`src/rtl/otter_fetch_queue_if.sv`:
```
// Fetch-queue bus: memory port 1 request/response plus the decode-side handshake.
interface otter_fetch_queue_if #(
    parameter int unsigned DEPTH = 4
);
    localparam int unsigned CW = $clog2(DEPTH) + 1;

    logic [31:0]   mem_addr1;
    logic          mem_read1;
    logic [31:0]   mem_dout1;
    logic          if_valid;
    logic [31:0]   if_ir;
    logic [31:0]   if_pc;
    logic          de_ready;
    logic          redirect;
    logic [31:0]   redirect_pc;
    logic [CW-1:0] if_count;

    modport master (
        output mem_addr1, mem_read1, if_valid, if_ir, if_pc, if_count,
        input  mem_dout1, de_ready, redirect, redirect_pc
    );

    modport slave (
        input  mem_addr1, mem_read1, if_valid, if_ir, if_pc, if_count,
        output mem_dout1, de_ready, redirect, redirect_pc
    );
endinterface

```
`src/rtl/otter_fetch_queue.sv`:
```
// Instruction fetch unit: issues sequential fetches and buffers {pc, ir} in a circular queue
// ahead of decode, with redirect flush and one-cycle drain of a word already in flight.
module otter_fetch_queue #(
    parameter int unsigned DEPTH    = 4,
    parameter logic [31:0] RESET_PC = 32'h0000_0000
) (
    input  logic                  i_clk,
    input  logic                  i_rst,
    otter_fetch_queue_if.master   io_bus
);
    localparam int unsigned PW = $clog2(DEPTH);
    localparam int unsigned CW = PW + 1;

    typedef enum logic [1:0] {
        S_BOOT  = 2'd0,
        S_RUN   = 2'd1,
        S_DRAIN = 2'd2
    } state_t;

    state_t        r_state;
    state_t        w_state_nxt;
    logic [31:0]   r_fetch_pc;
    logic [31:0]   r_inflight_pc;
    logic          r_inflight;
    logic [31:0]   r_q_pc [DEPTH];
    logic [31:0]   r_q_ir [DEPTH];
    logic [PW-1:0] r_wptr;
    logic [PW-1:0] r_rptr;
    logic [CW-1:0] r_count;

    logic          w_read;
    logic          w_push;
    logic          w_pop;
    logic          w_flush;
    logic          w_valid;
    logic [CW-1:0] w_occupancy;
    logic [31:0]   w_redirect_pc;

    assign w_valid       = (r_count != '0);
    assign w_occupancy   = r_count + CW'(r_inflight);
    assign w_redirect_pc = io_bus.redirect_pc & ~32'h0000_0003;

    always_ff @(posedge i_clk or posedge i_rst) begin
        if (i_rst) r_state <= S_BOOT;
        else       r_state <= w_state_nxt;
    end

    // Next state and handshake decisions; the returning word is the one requested last cycle.
    always_comb begin
        w_state_nxt = r_state;
        w_read      = 1'b0;
        w_push      = 1'b0;
        w_pop       = 1'b0;
        w_flush     = 1'b0;
        case (r_state)
            S_BOOT: w_state_nxt = S_RUN;
            S_RUN: begin
                w_read  = !io_bus.redirect && (w_occupancy < CW'(DEPTH));
                w_push  = r_inflight && !io_bus.redirect;
                w_pop   = w_valid && io_bus.de_ready && !io_bus.redirect;
                w_flush = io_bus.redirect;
                if (io_bus.redirect && r_inflight) w_state_nxt = S_DRAIN;
            end
            S_DRAIN: w_state_nxt = S_RUN;
            default: w_state_nxt = S_BOOT;
        endcase
    end

    always_ff @(posedge i_clk or posedge i_rst) begin
        if (i_rst) begin
            r_fetch_pc    <= RESET_PC;
            r_inflight    <= 1'b0;
            r_inflight_pc <= '0;
            r_wptr        <= '0;
            r_rptr        <= '0;
            r_count       <= '0;
            r_q_pc        <= '{default: '0};
            r_q_ir        <= '{default: '0};
        end else begin
            r_inflight <= w_read;
            if (w_read) r_inflight_pc <= r_fetch_pc;

            if (io_bus.redirect) r_fetch_pc <= w_redirect_pc;
            else if (w_read)     r_fetch_pc <= r_fetch_pc + 32'd4;

            if (w_flush) begin
                r_wptr  <= '0;
                r_rptr  <= '0;
                r_count <= '0;
            end else begin
                if (w_push) begin
                    r_q_pc[r_wptr] <= r_inflight_pc;
                    r_q_ir[r_wptr] <= io_bus.mem_dout1;
                    r_wptr         <= r_wptr + PW'(1);
                end
                if (w_pop) r_rptr <= r_rptr + PW'(1);
                r_count <= r_count + CW'(w_push) - CW'(w_pop);
            end
        end
    end

    // The issue throttle must make this unreachable.
    always_ff @(posedge i_clk) begin
        if (!i_rst) assert (!(w_push && !w_pop && (r_count == CW'(DEPTH))));
    end

    assign io_bus.mem_addr1 = r_fetch_pc;
    assign io_bus.mem_read1 = w_read;
    assign io_bus.if_valid  = w_valid;
    assign io_bus.if_ir     = r_q_ir[r_rptr];
    assign io_bus.if_pc     = r_q_pc[r_rptr];
    assign io_bus.if_count  = r_count;
endmodule

```
`src/flat_wrapper.sv`:
```
// flat-port wrapper written by rule: the top's interface ports become plain ports
module otter_fetch_queue_flat 
#(
    parameter int unsigned DEPTH    = 4,
    parameter logic [31:0] RESET_PC = 32'h0000_0000
)
  (i_clk, i_rst, io_bus_mem_addr1, io_bus_mem_read1, io_bus_if_valid, io_bus_if_ir, io_bus_if_pc, io_bus_if_count, io_bus_mem_dout1, io_bus_de_ready, io_bus_redirect, io_bus_redirect_pc);
  otter_fetch_queue_if #(.DEPTH(DEPTH)) io_bus_i ();
  input  logic i_clk;
  input  logic i_rst;
  output wire logic [$bits(io_bus_i.mem_addr1)-1:0] io_bus_mem_addr1;
  output wire logic [$bits(io_bus_i.mem_read1)-1:0] io_bus_mem_read1;
  output wire logic [$bits(io_bus_i.if_valid)-1:0] io_bus_if_valid;
  output wire logic [$bits(io_bus_i.if_ir)-1:0] io_bus_if_ir;
  output wire logic [$bits(io_bus_i.if_pc)-1:0] io_bus_if_pc;
  output wire logic [$bits(io_bus_i.if_count)-1:0] io_bus_if_count;
  input wire logic [$bits(io_bus_i.mem_dout1)-1:0] io_bus_mem_dout1;
  input wire logic [$bits(io_bus_i.de_ready)-1:0] io_bus_de_ready;
  input wire logic [$bits(io_bus_i.redirect)-1:0] io_bus_redirect;
  input wire logic [$bits(io_bus_i.redirect_pc)-1:0] io_bus_redirect_pc;
  assign io_bus_mem_addr1 = io_bus_i.mem_addr1;
  assign io_bus_mem_read1 = io_bus_i.mem_read1;
  assign io_bus_if_valid = io_bus_i.if_valid;
  assign io_bus_if_ir = io_bus_i.if_ir;
  assign io_bus_if_pc = io_bus_i.if_pc;
  assign io_bus_if_count = io_bus_i.if_count;
  assign io_bus_i.mem_dout1 = io_bus_mem_dout1;
  assign io_bus_i.de_ready = io_bus_de_ready;
  assign io_bus_i.redirect = io_bus_redirect;
  assign io_bus_i.redirect_pc = io_bus_redirect_pc;
  otter_fetch_queue #(.DEPTH(DEPTH), .RESET_PC(RESET_PC)) u_core (.i_clk(i_clk), .i_rst(i_rst), .io_bus(io_bus_i));
endmodule
```
`config.mk`:
```
export PLATFORM = sky130hd
export DESIGN_NAME = otter_fetch_queue_flat
export DESIGN_NICKNAME = d
export VERILOG_FILES = /design/src/rtl/otter_fetch_queue_if.sv /design/src/rtl/otter_fetch_queue.sv /design/src/flat_wrapper.sv
export SDC_FILE = /design/constraint.sdc
export NUM_CORES = 1
export LEC_CHECK = 0
export ABC_AREA = 0
export CAP_MARGIN = 20
export CORE_AREA = 4 4 206 148
export DETAILED_ROUTE_END_ITERATION = 12
export DIE_AREA = 0 0 210 152
export PLACE_DENSITY = 0.73
export SYNTH_ARGS = -nofsm -noshare
export SYNTH_HDL_FRONTEND = slang
export SYNTH_SLANG_ARGS = --single-unit
```
`constraint.sdc`:
```
create_clock -name i_clk -period 11.45 [get_ports i_clk]
set_input_delay 2.29 -clock i_clk [delete_from_list [all_inputs] [get_ports i_clk]]
set_output_delay 2.29 -clock i_clk [all_outputs]
set_load 0.05 [all_outputs]
```
# Word level (Yosys, flattened, before mapping)
# Index checks and enable logic that the tools add are counted.
totals:
  regBits: 330
  in_bits: 68
  out_inout_bits: 101
  elab_cells: 68
classes:
  n_addsub: 6
  n_lt_le_gt_ge: 4
  n_eq_ne: 3
  mux: 23
  bitwise_logic: 3
  n_reduce_logical: 14
op_table:
  columns: ["cell", "n"]
  rows:
  - ["bitwise mux 128 bit", 2]
  - ["2-to-1 mux 32 bit", 7]
  - ["binary-select mux 32 bit (select 2 bit)", 2]
  - ["demux 32 bit (select 2 bit)", 1]
  - ["adder 32 x 3 -> 32 bit (second input constant)", 1]
  - ["2-to-1 mux 2 bit", 5]
  - ["adder 3 x 1 -> 3 bit", 2]
  - [">= comparator 3 bit (second input constant)", 2]
  - ["logical AND 1 bit", 6]
  - ["NOT 2 -> 3 bit", 2]
  - ["nonzero test 2 bit", 3]
  - ["adder 2 x 1 -> 2 bit (second input constant)", 2]
  - ["2-to-1 mux 1 bit", 4]
  - ["case mux 2 bit (2 select lines)", 1]
  - ["less-than comparator 3 x 1 -> 1 bit (second input constant)", 1]
  - ["less-than comparator 3 bit (second input constant)", 1]
  - ["2-to-1 mux 3 bit", 1]
  - ["nonzero test 3 bit", 1]
  - ["subtractor 3 x 1 -> 3 bit", 1]
  - ["equality test 2 x 1 -> 1 bit (second input constant)", 1]
  - ["equality test 2 bit (second input constant)", 1]
  - ["logical NOT 2 bit", 1]
  - ["inequality test 2 x 1 -> 1 bit (second input constant)", 1]
  - ["AND reduction 2 bit", 1]
  - ["other kinds (3)", 3]

# Longest topological paths before layout
# Gate-level depths: netlist of run 1.
depth:
  ltp_word: 6
  ltp_mapped: 11
  depth_no_buf: 10

# Least setup slack after synthesis of run 1
# Ideal clock, no wire load.
synth_path:
  path_kind: "input port to output port"
  start: "in io_bus_redirect"
  end: "out io_bus_mem_read1"
  arrival_time_ps: 3368
  path_slack_ps: 5792
  cell_stages: 5
  n_path_buf: 2
  path_cell_list: "clkbuf_1 -> nor3b_4 -> nand2_2 -> inv_2 -> buf_2"
synth_via:
  elab_chain_len: 3
synth_lines:
  columns: ["item", "line", "source"]
  rows:
  - ["start: declaration", "flat_wrapper.sv:19", "input wire logic [$bits(io_bus_i.redirect)-1:0] io_bus_redirect;"]
  - ["logical NOT 1 bit", "otter_fetch_queue.sv:58", "w_read = !io_bus.redirect && (w_occupancy < CW'(DEPTH));"]
  - ["logical AND 1 bit", "otter_fetch_queue.sv:58", null]
  - ["2-to-1 mux 1 bit", "otter_fetch_queue.sv:55", "case (r_state)"]
  - ["end: declaration", "flat_wrapper.sv:12", "output wire logic [$bits(io_bus_i.mem_read1)-1:0] io_bus_mem_read1;"]
# Every way passes these cells.

# Worst setup path in the final report of run 1
# Same ends and word-level chain as after synthesis.

==> results of run 1 <==
synth_stat cells (8+ instances only):
| cell | count |
|---|---|
| dfrtp_1 | 318 |
| mux2_2 | 246 |
| mux4_2 | 62 |
| nand2_1 | 48 |
| mux2_1 | 32 |
| buf_2 | 31 |
| nand3_1 | 19 |
| clkbuf_1 | 14 |
| inv_1 | 13 |
| o21ai_0 | 11 |
| o311ai_0 | 11 |
| nand4_1 | 8 |
worst max-delay path, stage by stage:
cell	delay, ns
buf_2	0.09
buf_4	0.28
nor3b_4	0.48
nand2_2	0.43
inv_2	0.74
clkdlybuf4s50_1	0.95
per-stage QoR:
| step | power [mW] | util (%) | hold WS (ns) |
|---|---|---|---|
| after floorplan | 3.10 | - | 0.418 |
| after global placement | 3.65 | 56.3 | 0.433 |
| after detailed placement | 3.70 | 56.3 | 0.450 |
| after CTS | 4.73 | 59.9 | 0.457 |
| after global routing | 4.92 | 60.0 | 0.473 |
| final | 4.69 | 60.0 | 0.463 |
kinds of logic (layout without fill, tap and decap cells):
| logic type | after synthesis | in the layout |
|---|---|---|
| AND/OR/NAND/NOR | 121 | 121 |
| XOR/XNOR | 6 | 6 |
| other | 1 | 4 |
| multiplexers | 340 | 340 |
| adder cells (fa/ha/maj) | 8 | 8 |
| flip-flops | 318 | 318 |
| buffers and inverters | 73 | 245 |
| AO/OA/AOI/OAI | 60 | 60 |
sequential cells by signal (all words and copies together), names as in the netlist:
signal                   count
u_core.r_state               2
u_core.r_rptr                2
u_core.r_q_ir              128
u_core.r_inflight            1
u_core.io_bus.if_count       3
u_core.r_q_pc              120
u_core.r_wptr                2
u_core.r_inflight_pc        30
u_core.io_bus.mem_addr1     30
worst paths after layout:
path | from | end | cells after the start
setup / recovery | io_bus_redirect | io_bus_mem_read1 | 6
hold / removal | u_core.r_state[0] | u_core.r_state[0] | 1
setup reg to reg | u_core.io_bus.if_count[1] | u_core.io_bus.mem_addr1[13] | 7
hold reg to reg | u_core.r_state[0] | u_core.r_state[0] | 1
max in group asynchronous | i_rst | u_core.r_rptr[0] | 3
min in group asynchronous | i_rst | u_core.r_q_ir[43] | 2
cell type report:
| type | instances | area, µm² | share of cell area, % |
|---|---|---|---|
| clock buffers | 45 | 888 | 5.20 |
| repair buffers | 173 | 1730 | 10.1 |
| multi-input cells | 539 | 5850 | 34.2 |
| clock inverters | 12 | 120 | 0.703 |
| well taps | 378 | 473 | 2.77 |
| inverters | 15 | 63.8 | 0.373 |
| flip-flops and latches | 318 | 7960 | 46.6 |
metal layers:
metal / GRT usage [%] / part of all wire [%] / vias to the layer above
met5: 0 / 0 / -
met2: 30.1 / 46 / 206
li1: - / - / 3765
met3: 3.65 / 4.6 / 36
met4: 3.32 / 1.4 / 0
met1: 30.3 / 48 / 4443
power by group through the flow:
| stage | clock network (mW) | logic [mW] | registers (mW) |
|---|---|---|---|
| floorplan | 0 | 1.35 | 1.74 |
| CTS | 1.04 | 1.91 | 1.78 |
| detailed placement | 0 | 1.90 | 1.80 |
| global route | 1.09 | 2.00 | 1.83 |
| global placement | 0 | 1.87 | 1.78 |
| finish | 1.01 | 1.90 | 1.78 |
==> impl_results.md, run 1 <==
- Clock share of power: 21.6%
- Compound-Gate Fraction of Synth Area: 3.25%
- XOR/XNOR Fraction of Synth Area: 0.372%
- CTS clock-pin slew for the worst setup and hold paths: 0.06 ns
- Reg2reg setup slack: 8.51 ns
- Total wire length: 31.3 mm
- Vias: 8,450
- 1st-iter DRT viols: 553
- Final nets: 1,154
- Seq/Total Area, Yosys: 56.3%
- Synth Cell Area: 14,100 µm²
- Final instance area: 17,100 µm²
- CTS tree: yes
- Synth cell types: 58
- Fmax: 0.132 GHz
- ANT nets after route: 0
- Warnings from Yosys: 0
- Top cell type's share of synthesized area: 56.3%
- Synth top area cells: dfrtp_1 (56%), mux2_2 (20%), mux4_2 (9.9%), mux2_1 (2.5%), nand2_1 (1.3%)
- Die X-Extent: 210 µm
- CP startpoint kind: input port
- Crit share post-route: 66.3%
- Max-slew headroom: 26.9%
- Antenna cell count: 0
- Fillers: 2,200
- Status: complete, no violations
- Synth Area in Adders: 0.761%
- Slew of the pin with the lowest slew margin: 1.10 ns
- Worst Path Max Fanout: 50
- Final hold violations: 0
- GRT Total Usage: 19.7%
- DIE AREA: 31,900 µm²
- Core outline area: 28,500 µm²
- Place WS: 3.89 ns
- Initial Utilization: 49.6%
- Vias in the first global route: 8,985
- Cell Pwr Density: 274 nW/µm²
- Largest area contributor in the netlist: dfrtp_1
- Dpl cells: 1,422
- Largest family of logic cells by synthesized area: multiplexers
- Worst-Skew Late Latency: 0.56 ns
- Internal power: 2.93 mW
- #FFs+latches synth: 318
- VDD IR-drop max: 0.188 mV
- RSZ-0062 raised after global routing: false
- CTS Hold Bufs: 0
- Number of gates resized after CTS: 0
- Buffers added on ports: 162
- DRT Pass-1 Iters: 5
- CP Class: in -> out
- Post-Synth Simple-Gate Area: 4.80%
- Setup Buffers After CTS: 0
- WP data arrival: 5.30 ns
- CTS Root Buffer Type: clkbuf_16
- Area delta synth->final: 20.9%
- Switch Pwr: 1.76 mW
- DPL Wire Length: 19.3 mm
- Share of cells above drive strength 1: 35.6%
- Lkg Pwr: 7.65 nW
- Non-filler cells, final: 1,480
- Post-synth EDFFs: 0
- Number of max-cap violations: 0
- Fin Setup TNS: 0 ns
- Worst Setup End Kind: output port
- Wire length per cell: 21.1 µm
- Placed cell areas: 16,100 µm²
- Syn Inst Count: 927
- Cts bufs inserted: 31
- Average instance area after synthesis: 15.2 µm²
- Grt total ovfl: 0
- Initial antenna violation count: 0
- Slew Viols, Final: 0
- Most used DFF post-synth: dfrtp_1
- Ports: 169
- Sw frac: 37.5%
- Row count: 52
- Worst Path Required: 9.16 ns
- Largest net degree at the start of global routing: 194
- Ys async rst share: 100%
- Most frequent cells in the layout: dfrtp_1 (316), mux2_2 (246), clkdlybuf4s50_1 (161)
- Multiplexer share of the synthesized area: 32.0%
- Routability congestion estimate: 0.783
- Commonest non-fill, non-tap cell in the layout: dfrtp_1
- Minimum clock period after layout: 7.59 ns
- Vias/cell: 5.71
- Setup Viol. Count Final: 0
- Bufs on Longest Clock Path: 3
- Die Y: 152 µm
- First-pass GRT wire length: 50.9 mm
- Sequential share of power: 38.0%
- Clock sink count: 318
- DRC viols: 0
- HP Class: reg -> reg
- Skew final: 0.00762 ns
- Worst Slack Setup Final: 3.86 ns
- H-tree levels: 1
- Comb pwr share: 40.4%
Note: power is estimated with default switching activity, not from simulation.
==> inputs of run 2 (changes only) <==
--- a/config.mk
+++ b/config.mk
@@ -10,7 +10,7 @@
 export CORE_AREA = 4 4 206 148
 export DETAILED_ROUTE_END_ITERATION = 12
 export DIE_AREA = 0 0 210 152
-export PLACE_DENSITY = 0.73
+export PLACE_DENSITY = 0.7
 export SYNTH_ARGS = -nofsm -noshare
 export SYNTH_HDL_FRONTEND = slang
 export SYNTH_SLANG_ARGS = --single-unit
==> constraint.sdc (replaced) <==
create_clock -name i_clk -period 7 [get_ports i_clk]
set_input_delay 1.4 -clock i_clk [delete_from_list [all_inputs] [get_ports i_clk]]
set_output_delay 1.4 -clock i_clk [all_outputs]
set_load 0.05 [all_outputs]
==> run 2 against run 1 <==
  * Worst hold slack better by 0.019 ns
  * Cell count about the same
  * Clock skew rose by 0.0024 ns
  * Sequential power is 66% higher
  * Largest power group unchanged
  * Highest routed layer unchanged
  * Count of clock-buffer cells in the layout up 3
  * Non-clock buffer count is 3 higher
  * Power grew 61%
  * Critical path type is now reg -> out
==> impl_results.md, run 2 (synthesized netlist as in run 1, its figures left out) <==
- Status: complete, no violations
- CTS clock-pin slew for the worst setup and hold paths: 0.06 ns (about the same)
- Reg2reg setup slack: 4.14 ns (-4.37 ns)
- Hold path depth: 1 (unchanged)
- Fmax: 0.207 GHz
- Total wire length: 31.1 mm (-0.51%)
- VDD IR-drop max: 0.328 mV (+75%)
- CTS Hold Bufs: 0 (unchanged)
- Routability congestion estimate: 0.777 (-0.75%)
- Commonest non-fill, non-tap cell in the layout: dfrtp_1
- Largest net degree at the start of global routing: 149 (-23%)
- Final nets: 1,157 (+0.26%)
- Initial antenna violation count: 0 (unchanged)
- Slew Viols, Final: 0 (unchanged)
- DRC viols: 0 (unchanged)
- Cts bufs inserted: 31 (unchanged)
- DIE AREA: 31,900 µm² (unchanged)
- Cell depth of the worst flop-to-flop path: 6 (-1)
- Core outline area: 28,500 µm² (unchanged)
- Die Y: 152 µm (unchanged)
- Worst Slack Setup Final: 2.16 ns (-1.70 ns)
- Sequential Area: 7960 µm² (unchanged)
- Worst Setup End Kind: output port
- Buffers added on ports: 162 (unchanged)
- Vias: 8,463 (+0.15%)
- Worst Path Required: 5.60 ns (-3.56 ns)
- Most frequent cells in the layout: dfrtp_1 (316), mux2_2 (246), clkdlybuf4s50_1 (161)
- Skew final: 0.00998 ns (+0.00236 ns)
- Ports: 169 (unchanged)
- Number of max-cap violations: 0 (unchanged)
- Max FFs per register: 128 (unchanged)
- Vias in the first global route: 8,920 (-0.72%)
- Share of cells above drive strength 1: 35.4% (-0.12 points)
- Minimum clock period after layout: 4.84 ns
- Final hold violations: 0 (unchanged)
- Hold Path Sink: u_core.r_state[0]
- Biggest regs: u_core.r_q_ir x128, u_core.r_q_pc x120
- Cell Pwr Density: 443 nW/µm² (+61%)
- Hold_sp: u_core.r_state[0]
- Bufs on Longest Clock Path: 3 (unchanged)
- CP Class: reg -> out
- Wire length per cell: 21.0 µm (-0.58%)
- Fin Setup TNS: 0 ns (unchanged)
- ANT nets after route: 0 (unchanged)
- Fin util: 59.8% (-0.15 points)
- Setup Viol. Count Final: 0 (unchanged)
- HP Class: reg -> reg
- Slew of the pin with the lowest slew margin: 1.01 ns (-0.0832 ns)
- Row count: 52 (unchanged)
- Area delta synth->final: 20.6%
- Number of gates resized after CTS: 0 (unchanged)
- Top reg by flops: u_core.r_q_ir
- RR Endpoint: u_core.r_q_ir[93]
- Worst Path Max Fanout: 43 (-14%)
- Final instance area: 17,000 µm² (-0.25%)
- WP data arrival: 3.44 ns (-1.86 ns)
- Vias/cell: 5.71 (about the same)
- Lkg Pwr: 7.62 nW (-0.34%)
- DRT Pass-1 Iters: 4 (-1)
- RSZ-0062 raised after global routing: false
- 1st-iter DRT viols: 410 (-26%)
- First-pass GRT wire length: 50.6 mm (-0.45%)
- Fillers: 2,219 (+0.86%)
- Place WS: 2.28 ns (-1.61 ns)
- Setup Buffers After CTS: 0 (unchanged)
- Final Power: 7.54 mW (+61%)
- Multi-input gate area: 5850 µm² (unchanged)
- Die X-Extent: 210 µm (unchanged)
- CTS Root Buffer Type: clkbuf_16
- CP startpoint kind: register
- GRT Total Usage: 19.5% (-0.22 points)
- Antenna cell count: 0 (unchanged)
- Placed cell areas: 16,100 µm² (+0.12%)
- H-tree levels: 1 (unchanged)
- DPL Wire Length: 20.1 mm (+3.9%)
- Initial Utilization: 49.6% (unchanged)
- Clock sink count: 318 (unchanged)
- RR Startpoint: u_core.r_state[1]
- CTS tree: yes
- Worst-Skew Late Latency: 0.54 ns (-0.02 ns)
- Max-slew headroom: 32.2% (+5.3 points)
- Crit share post-route: 69.1%
- Grt total ovfl: 0 (unchanged)
run 2: cell type report:
class                   count  share of cell area (%)
clock buffers              48                    5.34
clock inverters             7                   0.220
inverters                  15                   0.352
multi-input cells         539                    34.3
flip-flops and latches    318                    46.7
well taps                 378                    2.77
repair buffers            176                    10.3
run 2: power by group:
part	switching, mW	internal [mW]	leakage (nW)
Combinational	1.67	1.37	3.04
Clock	0.672	0.886	0.468
Sequential	0.488	2.46	4.12
Total	2.83	4.72	7.62
run 2: stage by stage:
stage               hold slack (ns)  std cells
global route                  0.501       1481
global placement              0.438       1425
detailed placement            0.448       1425
finish                        0.482       1481
floorplan                     0.418        930
CTS                           0.481       1480
run 2: routing by layer:
layer,vias up,track usage (%),share of wire [%]
met5,-,0,0
met2,187,30.0,45
met1,4453,30.4,49
met4,0,3.04,1.2
met3,30,2.89,4.8
li1,3793,-,-
run 2: critical path: stages, from the launching register on:
cell             delay, ns
dfrtp_4               0.99
buf_4                 0.55
mux4_2                0.56
clkdlybuf4s50_1       0.77
run 2: worst max-delay path by stage:
stage	from	to	slack (ns)	cells after the start
3_5_place_dp	io_bus_redirect	io_bus_mem_read1	2.28	5
4_1_cts	u_core.r_rptr[0]	io_bus_if_ir[9]	2.07	3
3_3_place_gp	io_bus_redirect	io_bus_mem_read1	2.29	5
2_1_floorplan	i_rst	u_core.io_bus.if_count[0]	1.36	1
6_report	u_core.r_rptr[0]	io_bus_if_ir[9]	2.16	3
5_1_grt	u_core.r_rptr[0]	io_bus_if_ir[6]	1.94	3
==> inputs of run 3 (changes only) <==
--- a/config.mk
+++ b/config.mk
@@ -10,7 +10,7 @@
 export CORE_AREA = 4 4 206 148
 export DETAILED_ROUTE_END_ITERATION = 12
 export DIE_AREA = 0 0 210 152
-export PLACE_DENSITY = 0.7
+export PLACE_DENSITY = 0.73
 export SYNTH_ARGS = -nofsm -noshare
 export SYNTH_HDL_FRONTEND = slang
 export SYNTH_SLANG_ARGS = --single-unit
==> constraint.sdc (replaced) <==
create_clock -name i_clk -period 3.9 [get_ports i_clk]
set_input_delay 0.78 -clock i_clk [delete_from_list [all_inputs] [get_ports i_clk]]
set_output_delay 0.78 -clock i_clk [all_outputs]
set_load 0.05 [all_outputs]
==> run 3 against run 2 <==
  * Sequential power is 77% higher
  * Clock power is 83% higher
  * Design area is 0.81% higher
  * Non-clock buffer count is 8 higher
  * Register-to-register slack worse by 2.8 ns
  * Critical path type unchanged
  * Largest cell class unchanged
==> impl_results.md, run 3 (synthesized netlist as in run 1, its figures left out) <==
- Status: complete, no violations
- Number of gates resized after CTS: 0 (unchanged)
- Worst Setup End Kind: output port
- Core outline area: 28,500 µm² (unchanged)
- Routability congestion estimate: 0.778 (+0.18%)
- Number of max-cap violations: 0 (unchanged)
- Lkg Pwr: 7.69 nW (+0.93%)
- Final Power: 13.7 mW (+81%)
- Fmax: 0.277 GHz
- Setup Viol. Count Final: 0 (unchanged)
- Vias in the first global route: 8,863 (-0.64%)
- Antenna cell count: 0 (unchanged)
- Setup Buffers After CTS: 0 (unchanged)
- Max-slew headroom: 33.8% (+1.5 points)
- CTS tree: yes
- WP data arrival: 2.83 ns (-0.61 ns)
- RR Endpoint: u_core.io_bus.if_count[2]
- Vias: 8,517 (+0.64%)
- ANT nets after route: 0 (unchanged)
- CTS Hold Bufs: 0 (unchanged)
- Die Y: 152 µm (unchanged)
- Cell Pwr Density: 797 nW/µm² (+80%)
- H-tree levels: 1 (unchanged)
- Commonest non-fill, non-tap cell in the layout: dfrtp_1
- Final nets: 1,164 (+0.61%)
- VDD IR-drop max: 0.467 mV (+42%)
- Skew final: 0.00778 ns (-0.00220 ns)
- CTS clock-pin slew for the worst setup and hold paths: 0.06 ns (about the same)
- DRT Pass-1 Iters: 5 (+1)
- HP Class: reg -> reg
- Most frequent cells in the layout: dfrtp_1 (316), mux2_2 (246), clkdlybuf4s50_1 (160)
- Initial Utilization: 49.6% (unchanged)
- DRC viols: 0 (unchanged)
- Worst Path Required: 3.12 ns (-2.48 ns)
- Slew Viols, Final: 0 (unchanged)
- Buffers added on ports: 162 (unchanged)
- Fin util: 60.3% (+0.48 points)
- GRT Total Usage: 19.2% (-0.30 points)
- RSZ-0062 raised after global routing: false
- Minimum clock period after layout: 3.61 ns
- Final hold violations: 0 (unchanged)
- CTS Root Buffer Type: clkbuf_16
- DIE AREA: 31,900 µm² (unchanged)
- Ports: 169 (unchanged)
- CP startpoint kind: register
- Top reg by flops: u_core.r_q_ir
- Area delta synth->final: 21.6%
- CP endpoint: io_bus_if_ir[6]
- Share of cells above drive strength 1: 36.0% (+0.59 points)
- Cell depth of the worst flop-to-flop path: 10 (+4)
- Wire length per cell: 21.0 µm (about the same)
- Reg2reg setup slack: 1.29 ns (-2.85 ns)
- Initial antenna violation count: 0 (unchanged)
- Crit share post-route: 92.6%
- Bufs on Longest Clock Path: 3 (unchanged)
- First-pass GRT wire length: 49.8 mm (-1.7%)
- Fillers: 2,181 (-1.7%)
- Max FFs per register: 128 (unchanged)
- Cts bufs inserted: 30 (-3.2%)
- DPL Wire Length: 19.7 mm (-1.8%)
- Clock sink count: 318 (unchanged)
- Total wire length: 31.2 mm (+0.23%)
- Worst setup path start: u_core.r_rptr[0]
- Grt total ovfl: 0 (unchanged)
- Worst Path Max Fanout: 37 (-14%)
- Vias/cell: 5.74 (+0.37%)
- 1st-iter DRT viols: 481 (+17%)
- Slew of the pin with the lowest slew margin: 0.994 ns (-0.0193 ns)
- Biggest regs: u_core.r_q_ir x128, u_core.r_q_pc x120
- Row count: 52 (unchanged)
- CP Class: reg -> out
- Fin Setup TNS: 0 ns (unchanged)
- RR Startpoint: u_core.io_bus.if_count[1]
- Largest net degree at the start of global routing: 82 (-45%)
- Die X-Extent: 210 µm (unchanged)
- Worst-Skew Late Latency: 0.54 ns (about the same)
[run 3: power by group]
group	switching (mW)	internal, mW	total, mW
sequential	0.814	4.41	5.23
combinational	3.09	2.51	5.60
clock	1.20	1.67	2.86
total	5.10	8.59	13.7
[run 3: final cells by class]
cell class / count / area (µm²) / area share, %
sequential: 318 / 7960 / 46.3
clock buffer: 50 / 967 / 5.63
multi-input combinational: 539 / 5850 / 34.0
timing repair buffer: 184 / 1870 / 10.9
inverter: 15 / 60.1 / 0.350
tap: 378 / 473 / 2.75
clock inverter: 1 / 5.00 / 0.0291
[run 3: stage by stage]
stage               std cells  cell area (µm²)  hold slack [ns]  setup WS (ns)
detailed placement       1434            16200            0.445          0.801
finish                   1485            17200            0.456          0.287
CTS                      1485            17200            0.454          0.212
floorplan                 930            14100            0.418          -1.12
global route             1485            17200            0.478          0.155
global placement         1434            16200            0.435          0.813
[run 3: worst max-delay path, cell delays in order (launching register included)]
cell and delay, ns:
dfrtp_4 0.60, buf_12 0.35, mux4_2 0.60, clkdlybuf4s50_1 0.72
[run 3: worst min-delay path by stage]
stage,end,cells past startpoint,from,slack [ns]
floorplan,u_core.r_state[0],1,u_core.r_state[0],0.42
global placement,u_core.r_state[0],1,u_core.r_state[0],0.43
detailed placement,u_core.r_state[0],1,u_core.r_state[0],0.45
CTS,u_core.r_state[0],1,u_core.r_state[0],0.45
global route,u_core.r_state[0],1,u_core.r_state[0],0.48
finish,u_core.r_state[0],1,u_core.r_state[0],0.46
[run 3: per-layer routing]
metal / wire length [µm] / vias up / share of wire [%] / GRT usage, %
met5: 0 / - / 0 / 0
met3: 1490 / 33 / 4.8 / 3.38
met1: 15100 / 4487 / 48 / 29.5
met2: 14200 / 209 / 45 / 29.5
li1: - / 3788 / - / -
met4: 473 / 0 / 1.5 / 3.14
